File: src/rtl/adc_pkg.sv
// Shared FSM encoding, parameter defaults and datapath widths for the ADC sample averager.
package adc_pkg;

    localparam int SAMPLE_DIV_DEF  = 1000;
    localparam int LOG2_AVG_DEF    = 3;
    localparam int TIMEOUT_CYC_DEF = 4096;
    localparam int DIV_W           = 16;
    localparam int SAMPLE_W        = 16;

    typedef enum logic [1:0] {
        IDLE,
        START,
        WAIT_DONE,
        ACCUM
    } adc_state_t;

endpackage

File: src/rtl/sample_tick_gen.sv
// Purpose: free-running period counter, one-cycle tick at terminal count while enabled.
// Latency: tick is combinational from the counter; period is exactly i_divisor cycles.
// Backpressure: none; ticks are emitted regardless of downstream state.
module sample_tick_gen
    import adc_pkg::*;
(
    input  logic             i_clk,
    input  logic             i_rst_n,
    input  logic             i_enable,
    input  logic [DIV_W-1:0] i_divisor,
    output logic             o_tick
);

    logic [DIV_W-1:0] cnt;
    logic             at_term;

    assign at_term = (cnt == i_divisor - DIV_W'(1));
    assign o_tick  = i_enable && at_term;

    always_ff @(posedge i_clk or negedge i_rst_n) begin
        if (!i_rst_n) begin
            cnt <= '0;
        end else if (!i_enable || at_term) begin
            cnt <= '0;
        end else begin
            cnt <= cnt + DIV_W'(1);
        end
    end

endmodule

File: src/rtl/adc_sample_averager.sv
// Purpose: periodic ADC trigger, accumulate 2^LOG2_AVG samples, publish truncated mean.
// Latency: 2 cycles from the final sample's i_adc_done to o_avg_valid.
// Backpressure: valid/ready output; an unconsumed average is overwritten and flagged as overrun.
module adc_sample_averager
    import adc_pkg::*;
#(
    parameter int SAMPLE_DIV  = SAMPLE_DIV_DEF,
    parameter int LOG2_AVG    = LOG2_AVG_DEF,
    parameter int TIMEOUT_CYC = TIMEOUT_CYC_DEF
) (
    input  logic        i_clk,
    input  logic        i_rst_n,
    input  logic        i_enable,
    output logic        o_adc_start,
    input  logic        i_adc_busy,
    input  logic        i_adc_done,
    input  logic [15:0] i_adc_data,
    output logic [15:0] o_avg_data,
    output logic        o_avg_valid,
    input  logic        i_avg_ready,
    output logic        o_overrun,
    output logic        o_timeout,
    input  logic        i_clear_flags
);

    localparam int ACC_W = SAMPLE_W + LOG2_AVG;
    localparam int CNT_W = LOG2_AVG + 1;
    localparam int TO_W  = $clog2(TIMEOUT_CYC + 1);

    localparam logic [DIV_W-1:0] DIVISOR     = DIV_W'(SAMPLE_DIV);
    localparam logic [CNT_W-1:0] LAST_SAMPLE = CNT_W'((1 << LOG2_AVG) - 1);
    localparam logic [TO_W-1:0]  TO_LAST     = TO_W'(TIMEOUT_CYC - 1);

    adc_state_t state, state_n;

    logic                tick;
    logic [TO_W-1:0]     wait_cnt;
    logic [SAMPLE_W-1:0] sample_q;
    logic [ACC_W-1:0]    acc;
    logic [ACC_W-1:0]    acc_sum;
    logic [CNT_W-1:0]    smp_cnt;
    logic                capture;
    logic                accum_en;
    logic                avg_load;
    logic                timeout_hit;
    logic                overrun_set;

    sample_tick_gen u_tick (
        .i_clk     (i_clk),
        .i_rst_n   (i_rst_n),
        .i_enable  (i_enable),
        .i_divisor (DIVISOR),
        .o_tick    (tick)
    );

    always_ff @(posedge i_clk or negedge i_rst_n) begin
        if (!i_rst_n) begin
            state <= IDLE;
        end else begin
            state <= state_n;
        end
    end

    always_comb begin
        state_n     = state;
        capture     = 1'b0;
        accum_en    = 1'b0;
        timeout_hit = 1'b0;
        case (state)
            IDLE: begin
                if (tick && !i_adc_busy) begin
                    state_n = START;
                end
            end
            START: begin
                state_n = WAIT_DONE;
            end
            WAIT_DONE: begin
                if (i_adc_done) begin
                    capture = 1'b1;
                    state_n = ACCUM;
                end else if (wait_cnt == TO_LAST) begin
                    timeout_hit = 1'b1;
                    state_n     = IDLE;
                end
            end
            ACCUM: begin
                accum_en = 1'b1;
                state_n  = IDLE;
            end
            default: begin
                state_n = IDLE;
            end
        endcase
        // Disabling abandons the current average; a conversion already in flight is left to finish unheard.
        if (!i_enable) begin
            state_n  = IDLE;
            capture  = 1'b0;
            accum_en = 1'b0;
        end
    end

    assign o_adc_start = (state == START);
    assign acc_sum     = acc + ACC_W'(sample_q);
    assign avg_load    = accum_en && (smp_cnt == LAST_SAMPLE);
    assign overrun_set = (tick && ((state != IDLE) || i_adc_busy))
                       || (avg_load && o_avg_valid && !i_avg_ready);

    always_ff @(posedge i_clk or negedge i_rst_n) begin
        if (!i_rst_n) begin
            wait_cnt    <= '0;
            sample_q    <= '0;
            acc         <= '0;
            smp_cnt     <= '0;
            o_avg_data  <= '0;
            o_avg_valid <= 1'b0;
            o_overrun   <= 1'b0;
            o_timeout   <= 1'b0;
        end else begin
            if (state == WAIT_DONE) begin
                wait_cnt <= wait_cnt + TO_W'(1);
            end else begin
                wait_cnt <= '0;
            end

            if (capture) begin
                sample_q <= i_adc_data;
            end

            if (!i_enable || avg_load) begin
                acc     <= '0;
                smp_cnt <= '0;
            end else if (accum_en) begin
                acc     <= acc_sum;
                smp_cnt <= smp_cnt + CNT_W'(1);
            end

            if (avg_load) begin
                o_avg_data  <= SAMPLE_W'(acc_sum >> LOG2_AVG);
                o_avg_valid <= 1'b1;
            end else if (i_avg_ready) begin
                o_avg_valid <= 1'b0;
            end

            // Setting a flag takes priority over a coincident clear.
            if (overrun_set) begin
                o_overrun <= 1'b1;
            end else if (i_clear_flags) begin
                o_overrun <= 1'b0;
            end

            if (timeout_hit) begin
                o_timeout <= 1'b1;
            end else if (i_clear_flags) begin
                o_timeout <= 1'b0;
            end
        end
    end

endmodule

File: config.mk
export PLATFORM = sky130hd
export DESIGN_NAME = adc_sample_averager
export DESIGN_NICKNAME = d
export VERILOG_FILES = /design/src/rtl/adc_pkg.sv /design/src/rtl/sample_tick_gen.sv /design/src/rtl/adc_sample_averager.sv
export SDC_FILE = /design/constraint.sdc
export NUM_CORES = 1
export LEC_CHECK = 0
export ABC_AREA = 1
export BUFFER_PORTS_ARGS = -buffer_cell sky130_fd_sc_hd__buf_2
export CAP_MARGIN = 25
export CORE_ASPECT_RATIO = 0.75
export CORE_MARGIN = 2
export CORE_UTILIZATION = 64
export CTS_CLUSTER_DIAMETER = 80
export DETAILED_ROUTE_END_ITERATION = 7
export MAX_ROUTING_LAYER = met4
export PLACE_DENSITY = 0.85
export SKIP_CTS_REPAIR_TIMING = 1
export SLEW_MARGIN = 10
export SYNTH_ARGS = -nofsm -noshare
export SYNTH_HDL_FRONTEND = slang
export SYNTH_SLANG_ARGS = --single-unit
File: constraint.sdc
create_clock -name i_clk -period 4.1 [get_ports i_clk]
set_input_delay 0.205 -clock i_clk [delete_from_list [all_inputs] [get_ports i_clk]]
set_output_delay 0.205 -clock i_clk [all_outputs]
set_load 0.05 [all_outputs]
**After elaboration in Yosys (flattened, before gate mapping)**

Index checks and enable logic that the tools add are counted.

- Add/sub/neg operators: 4
- Eq/ne operators: 8
- Mux-type cells: 24
- Reduce and logical (&&, ||, !) cells: 20

Operator list:

| operator | count |
|---|---|
| 2-to-1 mux 19 bit | 2 |
| adder 19 x 16 -> 19 bit | 1 |
| adder 16 x 1 -> 16 bit, second input constant | 1 |
| equality test 16 x 10 -> 1 bit, second input constant | 1 |
| 2-to-1 mux 16 bit | 1 |
| adder 13 x 1 -> 13 bit, second input constant | 1 |
| equality test 13 x 12 -> 1 bit, second input constant | 1 |
| 2-to-1 mux 1 bit | 13 |
| 2-to-1 mux 13 bit | 1 |
| nonzero test 2 bit | 5 |
| 2-to-1 mux 2 bit | 4 |
| 2-to-1 mux 4 bit | 2 |
| case mux 2 bit (4 select lines) | 1 |
| logical AND 1 bit | 6 |
| adder 4 x 1 -> 4 bit, second input constant | 1 |
| equality test 2 bit, second input constant | 2 |
| equality test 4 x 3 -> 1 bit, second input constant | 1 |
| logical OR 1 bit | 4 |
| != test 4 bit, second input constant | 1 |
| zero test 1 bit | 3 |
| != test 3 bit, second input constant | 1 |
| equality test 2 x 1 -> 1 bit, second input constant | 1 |
| zero test 2 bit | 1 |
| AND reduction 2 bit | 1 |

- Register bits after elaboration: 89
- Input port bits: 23
- Output and inout port bits: 20
- Logic and storage cells: 66

**Logic depth before layout (Yosys ltp)**

- Word-level depth: 8
- Depth in mapped cells: 12
- Gate-level depth less buffers: 12

**Modules after synthesis**

Synthesis repeated with hierarchy kept, for this count alone.

- Cell total of the unflattened synthesis: 733
- Area total of the unflattened synthesis: 5,442.7 sq um

Modules (own cells, without submodules):

| module | instances | cells each | area each (sq um) | sequential area each (sq um) |
|---|---|---|---|---|
| adc_sample_averager | 1 | 513 | 3,936.3 | 1,826.8 |
| sample_tick_gen | 1 | 220 | 1,506.4 | 400.4 |

**Worst setup path before layout**

Ideal clock, no wire load.

- Path type: register to register
- Start point: register sample_q[0]
- End point: register o_avg_data[9]
- Setup time: 0.118 ns
- Arrival time: 1.635 ns
- Required time: 3.982 ns
- Slack: 2.347 ns
- Stages on the path, launching flop included: 11
- Buffers on the path: 0
- Period minus slack after synthesis: 1.753 ns
- Path through: dfrtp_1 -> ha_1 -> fa_1 -> nand3_1 -> nand3_1 -> nand2_1 -> nand2_1 -> nand2_1 -> nand3b_1 -> nand3_1 -> nand2_1

- Word-level cells in the longest chain between the ends: 1

Ends and longest elaborated chain:

| what | line | text |
|---|---|---|
| from (decl) | adc_sample_averager.sv:38 | `logic [SAMPLE_W-1:0] sample_q;` |
| from (signal assigned) | adc_sample_averager.sv:127 | `sample_q <= i_adc_data;` |
| adder 19 x 16 -> 19 bit | adc_sample_averager.sv:104 | `assign acc_sum = acc + ACC_W'(sample_q);` |
| to (signal assigned) | adc_sample_averager.sv:139 | `o_avg_data <= SAMPLE_W'(acc_sum >> LOG2_AVG);` |
| to (decl) | adc_sample_averager.sv:18 | `output logic [15:0] o_avg_data,` |

Every way passes these cells.
A chain may end at the register's enable or synchronous reset.

**Worst setup path after layout**

- Start point: register smp_cnt[0]
- End point: register acc[13]

- Word-level cells in the longest chain between the ends: 4
- Elaborated cells on any way between the ends: 5
- Those cells by class: 1 x eq/ne; 1 x mux; 3 x reduce/logical

Ends and longest elaborated chain:

| what | line | text |
|---|---|---|
| from (decl) | adc_sample_averager.sv:41 | `logic [CNT_W-1:0] smp_cnt;` |
| from (signal assigned) | adc_sample_averager.sv:135 | `smp_cnt <= smp_cnt + CNT_W'(1);` |
| equality test 4 x 3 -> 1 bit * | adc_sample_averager.sv:105 | `assign avg_load = accum_en && (smp_cnt == LAST_SAMPLE);` |
| logical AND 1 bit * | adc_sample_averager.sv:105 |  |
| logical OR 1 bit * | adc_sample_averager.sv:130 | `if (!i_enable \|\| avg_load) begin` |
| 2-to-1 mux 19 bit / nonzero test 2 bit (equally long branches) | n/a |  |
| to (signal assigned) | adc_sample_averager.sv:134 | `acc <= acc_sum;` |
| to (decl) | adc_sample_averager.sv:39 | `logic [ACC_W-1:0] acc;` |

Every way passes the cells marked *; elsewhere a longest branch is shown, timed or not.

==> run summary <==
The detail-routed via count per cell was 5.412. In this design, the largest share of critical-path delay is due to simple AND/OR/NAND/NOR gates. The analysis attributes to net switching a power of 0.8154 mW. In this run, the clock network consumes 25.6% of the power. In this run the biggest area consumer among cell types represents 46.90% of the synthesized area. In this run the standard cell core region covers 7263 um2. The launch instance of the worst register-to-register path was smp_cnt[0]. The post-synthesis cell type with the largest combined area is sky130_fd_sc_hd__dfrtp_1. At the end of the flow, the number of nets in the layout was 707.

For the worst-skew pair, the clock arrives at the later sink with an insertion delay of 0.36 ns. Final setup violation count: 0. Highest signal layer in the routed design: met4. The maximum fanout count along the critical path was 24. For this design the static power due to leakage is 2.819 nW. The floorplan has 27 rows.

In this run, the number of DRC markers left after iteration 0 of detailed routing was 255. The run gives 0.4442 GHz as the upper clock frequency limit. The worst hold slack is 0.03634 ns, and the transition time of the tightest slew-check pin is 0.7953 ns. Net switching is 36.04% of the power.

The flow ran to the end, and the final reports show no timing, DRC or antenna violations. The most used cell along the critical path was sky130_fd_sc_hd__nand2_1. The number of cells on the worst reg-to-reg path is 8.

Cells with a size suffix above 1 make up 10.16% of the layout. The run gives 0 as the number of antenna repair diodes. The post-CTS clock slew at the launch and capture registers of the worst setup and hold paths is 0.09 ns, and the met3 wire length is 846 um. The run gives 659 as the net count after synthesis. The commonest cells after synthesis are sky130_fd_sc_hd__nand2_1 (220), sky130_fd_sc_hd__dfrtp_1 (89), sky130_fd_sc_hd__nor2_1 (61). Global routing used 29.83% of the available tracks.

The worst hold path was traced through 3 stages. At the end of routability-driven placement, the weighted congestion stood at 0.9551. The die covers 8131 um2. The logs give 30 for the number of different library cells in the post-synthesis netlist and 0 for the remaining number of nets flagged by the antenna check after routing. The cell area after synthesis was 4748 um2; the final routed wire length divided by cell count was 13.84 um. The tools report the worst path required time as 4.40 ns. The worst hold path terminates at sample_q[12]. Buffers placed on the I/O ports in this run total 42.

The sequential share of the synthesized area was 46.90%; the post-route met1 wirelength was 4955 um. The endpoint identified for the worst register-to-register timing path is acc[13]. TritonCTS built the clock tree. The logs give 0 for the final hold violation count and 65.37% for the starting utilization of the core area. Final total power: 2.263 mW. In this run, CTS created clock tree buffers numbering 9. The first global-routing pass estimated 18,350 um of wire.

The share of total power dissipated in combinational logic is 26.5%. The routed length on met2 was 4771 um. Setup repair after global routing left no endpoint under its margin.

The run gives 43 as the count of pins on the block boundary. Summed over all layers, the global routing overflow is 0. The Yosys step of the flow raised 0 warnings.

The worst path buffer plus inverter count was 1; the share of the clock period used by the worst path was 54.91%. The startpoint identified for the worst hold timing path is i_adc_data[12]. For this block, the via count after detailed routing is 4,167. The setup check on the worst reg-to-reg path leaves a slack of 1.85 ns. The clock period could shrink to 2.251 ns. The area added between synthesis and finish is 10.94%. The master of the slowest instance on the critical path was sky130_fd_sc_hd__nand2_1. In the post-synthesis netlist, the biggest area contributors are sky130_fd_sc_hd__dfrtp_1 (47%), sky130_fd_sc_hd__nand2_1 (17%), sky130_fd_sc_hd__ha_1 (5.0%). Height of the die: 78.60 um. After synthesis, the share of flip-flops with an asynchronous set or reset is 100.0%.

Element type at the critical path end: a flop. For this run, the slowest stage of the critical path takes 0.57 ns. The clock net in this run drives a total of 89 sinks. For the final max-slew violation count, the log shows 0. The worst setup path is launched from a flop. The logs give 0 for the number of max-cap violations and 47.8% for the sequential power share. The cell-internal power was 1.447 mW; the total negative slack was 0 ns. The chip width came out at 103.5 um. The type of the tightest min-delay check was in2reg. For the final design utilization, the log shows 72.52%.

Clock skew on the completed layout was measured at 0.01806 ns. The worst-case IR drop observed on VDD is 0.3576 mV. The number of buffers between clock root and the deepest sink was 2; the number of design rule violations left after detail routing was 0. The clock tree root driver cell is sky130_fd_sc_hd__clkbuf_8.

Entering global routing, the biggest net connects 47 pins. The cell area power density is 429.6 nW/um2, and the number of antenna violations at the first check in global routing is 0. The logs give 7864 um for the total half-perimeter wirelength after legalization and detailed placement and 5 for the length of the first detailed-routing pass in iterations. Tightest slew margin relative to the limit: 46.81%.

Synthesis handed over a netlist of 616 instances. The logs give 2.56 ns for the worst path arrival time and 4,038 for the via count of the first global-routing pass. The synthesized area per cell is 7.708 um2.

The worst setup path is of the reg2reg kind. The predominant post-synthesis flop cell was sky130_fd_sc_hd__dfrtp_1. Synthesis inferred 89 register bits. The H-tree depth reported by CTS was 3. The dominant cell by count in the synthesized netlist is sky130_fd_sc_hd__nand2_1. The number of enable flip-flop cells after synthesis works out to 0. The routed design has 10,660 um of wire.

The signal on the critical path passes through ha_1 > nand2_1 > nor2_1 > nand2_1 > nand2_1 > inv_2 > nand3_1 > nand2_1.
==> cells in the final DEF (no fill, tap or decap), drive strengths merged <==
| master | synthesis | final |
|---|---|---|
| nand4 | 7 | 7 |
| nand3b | 13 | 13 |
| xor2 | 7 | 7 |
| and2 | 2 | 2 |
| nor2 | 62 | 62 |
| o22ai | 2 | 2 |
| o211ai | 2 | 2 |
| nand3 | 38 | 38 |
| fa | 1 | 1 |
| clkinv | 0 | 2 |
| a21oi | 32 | 32 |
| a22o | 3 | 3 |
| o21bai | 1 | 1 |
| nand2 | 220 | 220 |
| inv | 63 | 64 |
| dlygate4sd3 | 0 | 1 |
| a21o | 1 | 1 |
| clkinvlp | 0 | 2 |
| nor3b | 3 | 3 |
| clkbuf | 4 | 11 |
| ha | 19 | 19 |
| or3 | 1 | 1 |
| nor3 | 15 | 15 |
| o31ai | 1 | 1 |
| xnor2 | 4 | 4 |
| o21ai | 22 | 22 |
| dfrtp | 89 | 89 |
| buf | 4 | 44 |
==> through the flow <==
step | setup WS (ns) | cells | instance area, um2
after global routing | 1.611 | 770 | 5268
after detailed placement | 1.872 | 753 | 5069
after floorplan | 2.347 | 616 | 4748
after global placement | 1.927 | 752 | 5041
final | 1.849 | 770 | 5268
after CTS | 1.850 | 769 | 5258
==> power groups by stage <==
| stage | clock (mW) | sequential (mW) | combinational [mW] |
|---|---|---|---|
| after floorplan | 0 | 1.06 | 0.441 |
| after CTS | 0.590 | 1.08 | 0.595 |
| final | 0.580 | 1.08 | 0.600 |
| after detailed placement | 0 | 1.09 | 0.587 |
| after global placement | 0 | 1.09 | 0.566 |
| after global routing | 0.630 | 1.10 | 0.683 |
==> sequential cells by signal, summed over array words and instances, names as in the netlist <==
register	cells
acc	19
o_avg_data	16
sample_q	16
u_tick.cnt	16
wait_cnt	13
smp_cnt	4
state	2
o_avg_valid	1
o_overrun	1
o_timeout	1
==> per-layer routing <==
layer  track usage, %  up-vias
met1            40.82     1924
met2            44.45      154
met5                -        -
met3            9.261       12
li1                 -     2077
met4            5.789        0
==> final cells by class <==
type,count,area [um2]
Clock inverter,5,37.54
Multi-Input combinational cell,456,2226
Timing Repair Buffer,45,257.7
Sequential cell,89,2227
Fill cell,558,1996
Tap cell,101,126.4
Clock buffer,11,151.4
Inverter,63,241.5
==> worst max path at each step <==
| stage | startpoint | to | cells past startpoint |
|---|---|---|---|
| CTS | smp_cnt[0] | smp_cnt[0] | 8 |
| global route | smp_cnt[0] | smp_cnt[0] | 8 |
| floorplan | sample_q[0] | o_avg_data[9] | 10 |
| detailed placement | smp_cnt[0] | acc[18] | 8 |
| global placement | smp_cnt[0] | smp_cnt[0] | 8 |
| finish | smp_cnt[0] | acc[13] | 8 |
==> tightest hold or removal path, delay by kind of cell <==
family	cells	cell delay, ns
buffers and inverters	1	0.07
AND/OR/NAND/NOR	2	0.09
==> logic make-up after synthesis <==
kind of cell	count (synthesis)	synth area share (%)
simple gates	361	32.12
flops	89	46.90
buf+inv	71	6.218
compound gates	64	7.299
fa+ha+maj	20	5.428
xor+xnor	11	2.029
Note: power is estimated with default switching activity, not from simulation.
